<file path="config.mk">
export PLATFORM = sky130hd
export DESIGN_NAME = fifo_wr_arbiter
export DESIGN_NICKNAME = d
export VERILOG_FILES = /design/src/rtl/fifo_wr_arbiter.sv
export SDC_FILE = /design/constraint.sdc
export NUM_CORES = 1
export LEC_CHECK = 0
export BUFFER_PORTS_ARGS = -buffer_cell sky130_fd_sc_hd__buf_2
export CAP_MARGIN = 20
export CORE_MARGIN = 1
export CORE_UTILIZATION = 50
export DETAILED_ROUTE_END_ITERATION = 16
export PLACE_DENSITY_LB_ADDON = 0.08
export SETUP_SLACK_MARGIN = 0.02
export SKIP_CTS_REPAIR_TIMING = 1
export SLEW_MARGIN = 20
export SYNTH_ARGS = -nofsm -noshare
export SYNTH_HDL_FRONTEND = slang
export SYNTH_SLANG_ARGS = --single-unit
</file>
<file path="constraint.sdc">
create_clock -name clk -period 3.8 [get_ports clk]
set_input_delay 0.19 -clock clk [delete_from_list [all_inputs] [get_ports clk]]
set_output_delay 0.19 -clock clk [all_outputs]
set_load 0.05 [all_outputs]
</file>
<file path="src/rtl/fifo_wr_arbiter.sv">
// fifo_wr_arbiter: shares the single FIFO write port between a register-file
// byte source and a two-byte ALU result source. It accepts one request at a
// time, arbitrates ties round-robin, and serialises ALU results low byte
// first. It never writes while the FIFO reports full.
module fifo_wr_arbiter #(
    parameter int DATA_WIDTH = 8,
    parameter int ALU_WIDTH  = 16   // must be 2*DATA_WIDTH
) (
    input  logic                  clk,
    input  logic                  rst_n,
    input  logic [DATA_WIDTH-1:0] rf_rd_data,
    input  logic                  rf_vld,
    output logic                  rf_rdy,
    input  logic [ALU_WIDTH-1:0]  alu_out,
    input  logic                  alu_vld,
    output logic                  alu_rdy,
    input  logic                  full,
    output logic [DATA_WIDTH-1:0] wr_data,
    output logic                  w_inc,
    output logic                  busy
);

    typedef enum logic [1:0] {
        IDLE,
        SEND_RF,
        SEND_ALU_LO,
        SEND_ALU_HI
    } state_t;

    localparam logic GRANT_RF  = 1'b0;
    localparam logic GRANT_ALU = 1'b1;

    state_t                state;
    state_t                state_nxt;
    logic                  last_grant;
    logic                  grant_rf;
    logic                  grant_alu;
    logic [DATA_WIDTH-1:0] hold_hi;
    logic [DATA_WIDTH-1:0] wr_data_q;

    // Arbitration, next-state and write strobe; grants are suppressed while
    // reset is asserted so the ready outputs drop immediately with it.
    always_comb begin
        state_nxt = state;
        grant_rf  = 1'b0;
        grant_alu = 1'b0;
        w_inc     = 1'b0;
        case (state)
            IDLE: begin
                if (rst_n) begin
                    if (rf_vld && alu_vld) begin
                        if (last_grant == GRANT_RF) grant_alu = 1'b1;
                        else                        grant_rf  = 1'b1;
                    end else if (rf_vld) begin
                        grant_rf = 1'b1;
                    end else if (alu_vld) begin
                        grant_alu = 1'b1;
                    end
                end
                if (grant_rf)  state_nxt = SEND_RF;
                if (grant_alu) state_nxt = SEND_ALU_LO;
            end
            SEND_RF: begin
                w_inc = !full;
                if (!full) state_nxt = IDLE;
            end
            SEND_ALU_LO: begin
                w_inc = !full;
                if (!full) state_nxt = SEND_ALU_HI;
            end
            SEND_ALU_HI: begin
                w_inc = !full;
                if (!full) state_nxt = IDLE;
            end
            default: state_nxt = IDLE;
        endcase
    end

    assign rf_rdy  = grant_rf;
    assign alu_rdy = grant_alu;
    assign busy    = (state != IDLE);
    assign wr_data = wr_data_q;

    // State register.
    always_ff @(posedge clk or negedge rst_n) begin
        if (!rst_n) state <= IDLE;
        else        state <= state_nxt;
    end

    // Capture the accepted payload and advance the output byte; wr_data_q
    // keeps the last byte presented so it holds steady through IDLE.
    always_ff @(posedge clk or negedge rst_n) begin
        if (!rst_n) begin
            hold_hi    <= '0;
            wr_data_q  <= '0;
            last_grant <= GRANT_RF;
        end else if (grant_rf) begin
            wr_data_q  <= rf_rd_data;
            last_grant <= GRANT_RF;
        end else if (grant_alu) begin
            hold_hi    <= alu_out[ALU_WIDTH-1:DATA_WIDTH];
            wr_data_q  <= alu_out[DATA_WIDTH-1:0];
            last_grant <= GRANT_ALU;
        end else if (state == SEND_ALU_LO && !full) begin
            wr_data_q  <= hold_hi;
        end
    end

endmodule

</file>
==> metrics.cfg <==
[outcome]
status = complete, but fails checks
violations = design-rule violations

[timing]
worstMarginPinSlew_ns = 0.680
rsz0062_at_grt = no
hold_ws_ns = 0.112
setup_tns_ns = 0
fin_crit_sh = 0.614
fin_skew_ns = 0.00518
fin_crit_ns = 2.33
slew_violations = 0
slew_headroom = 0.545
fmax_mhz = 428
setup_slack_ns = 1.47
setup-violations-final = 0
hold_violations = 0

[routing]
drtIter0Drc = 16
drc_errors = 1
vias = 871
avgRoutedWirePerCell_um = 13.6
viasPerCell = 5.44
routed_wl_um = 2170
drt-pass1-iter-count = 10
ant_nets = 0

[yosys]
synth_top_area_frac = 0.464
postSynthAreaPerCell_sq_um = 10.8
synthCells = 95
syn_area_sq_um = 1020
synthTopCellsByArea = dfrtp_1 46%, mux2_2 8.8%, o32a_1 7.8%
synth_cell_types = 27
syn_nets = 124
yosysTopAreaCell = dfrtp_1
synth-seq-area-share = 0.464
yosysWarnings = 0
ys_ff_latch = 19

[global_routing]
grt_pass1_vias = 688
grt_overflow = 0
grt_first_pass_wirelength_um = 3110
antenna_found_initial = 0
grt_usage = 0.200
grt_max_degree = 23

[floorplan]
die_area_sq_um = 2230
die_y_um = 47.3
die_x_um = 47.3
io-pin-count = 41
fp.coreArea_sq_um = 1940
num_rows = 16
initial_core_util = 0.528

[place]
postPlaceCellArea_sq_um = 1210
placement.io_buffers = 40
post-place-ws_ns = 1.88
globalplace.congestion = 0.736
hpwl_um = 1560

[clocking]
cts-root-buf = clkbuf_4
cts.sinks = 19
cts_tree = done
cts.clk_slew.worst_paths_ns = 0.12
numCtsBuffers = 3
htreeDepth = 1
clk_latency_ns = 0.30
clockBufferDepth = 2

[power]
p_leak_nw = 0.601
power_density_nw_per_um2 = 810
ir_drop_v = 0.000383

[final_layout]
finalCoreUtilization = 0.646
syn2layout_area_growth_pct = 22.3
drive_gt1_frac = 0.436
stdcell_area_sq_um = 1250
diodes = 0
final_net_count = 163
n_fill_cell = 186

[critical_path]
crit_path_start_kind = input port
required_ns = 3.61
crit_arrival_ns = 2.14
crit_type = input port to primary output
cp-end-kind = primary output
crit_fanout = 22

[flow_run]
cap_violations = 0

[worst_hold_path]
hold_path.class = input port to flop

[area by class of cell]
| class | count | area (sq um) | area share |
|---|---|---|---|
| timing repair buffer | 42 | 218 | 0.174 |
| tap | 27 | 33.8 | 0.0269 |
| sequential | 19 | 475 | 0.379 |
| multi-input combinational | 68 | 497 | 0.396 |
| clock buffer | 3 | 22.5 | 0.0180 |
| clock inverter | 1 | 7.51 | 0.00599 |
[path summary, 6_finish.rpt]
path                       slack, ns  depth (start not counted)    endpoint       start
setup reg to reg                1.89                          3  hold_hi[7]  last_grant
hold / removal                  0.11                          2  hold_hi[1]  alu_out[9]
max in group asynchronous       3.10                          2  last_grant       rst_n
min in group asynchronous       0.37                          2  wr_data[5]       rst_n
setup / recovery                1.47                          6      rf_rdy       rst_n
hold reg to reg                 0.51                          1  wr_data[5]  wr_data[5]
[critical path, stage by stage]
cell and delay [ns]:
dlygate4sd3_1 0.52, buf_2 0.41, nor3b_1 0.29, buf_4 0.26, and3_1 0.19, buf_2 0.26
[metrics by stage]
step | power (mW) | cells
after floorplan | 0.805 | 95
after global placement | 0.906 | 155
after detailed placement | 0.918 | 155
after CTS | 1.02 | 159
after global routing | 1.08 | 160
final | 1.02 | 160
[power by group]
group	internal [mW]	total (mW)	switching, mW
Sequential	0.305	0.371	0.0659
Combinational	0.203	0.538	0.335
Clock	0.0400	0.107	0.0669
[cell usage after synthesis]
library cell and count:
nor2_1 2, o21ai_0 1, or3b_2 1, and3_1 9
dfrtp_1 19, or3b_1 1, and2_1 1, nor2b_1 1
clkbuf_2 1, o32a_1 8, o21ba_2 1, or2_2 2
clkbuf_1 1, nand2b_1 1, a21boi_1 1, nor3_1 8
mux2_2 8, buf_4 1, nand2_1 9, a2bb2oi_1 8
a311oi_1 1, buf_6 2, a21oi_1 3, nor3b_1 1
buf_1 1, o21ai_4 1, buf_2 2
[kinds of logic after synthesis]
group / share of synthesized area
muxes: 0.0879
AOI/OAI and AO/OA: 0.208
and+or+nand+nor: 0.189
buffers and inverters: 0.0513
DFF: 0.464
[per-layer routing]
layer,GRT usage,vias to the layer above,wire length (um)
met5,0,-,0
met4,0.0514,0,7
met3,0.0231,2,113
met2,0.315,31,977
met1,0.291,404,1070
li1,-,434,-
[cell usage in the layout (no fill, tap or decap), drive strengths merged, types with 2 or more instances in the layout]
cell type  count
dfrtp         19
mux2           8
or3b           2
nor2           2
nand2          9
clkbuf         3
nor3           8
a2bb2oi        8
and3           9
o32a           8
buf           41
a21oi          3
o21ai          2
or2            2
[state kept, by name (all words and copies together) (netlist names)]
register    count
hold_hi         8
last_grant      1
state           2
wr_data         8
(Power assumes the default switching activity.)
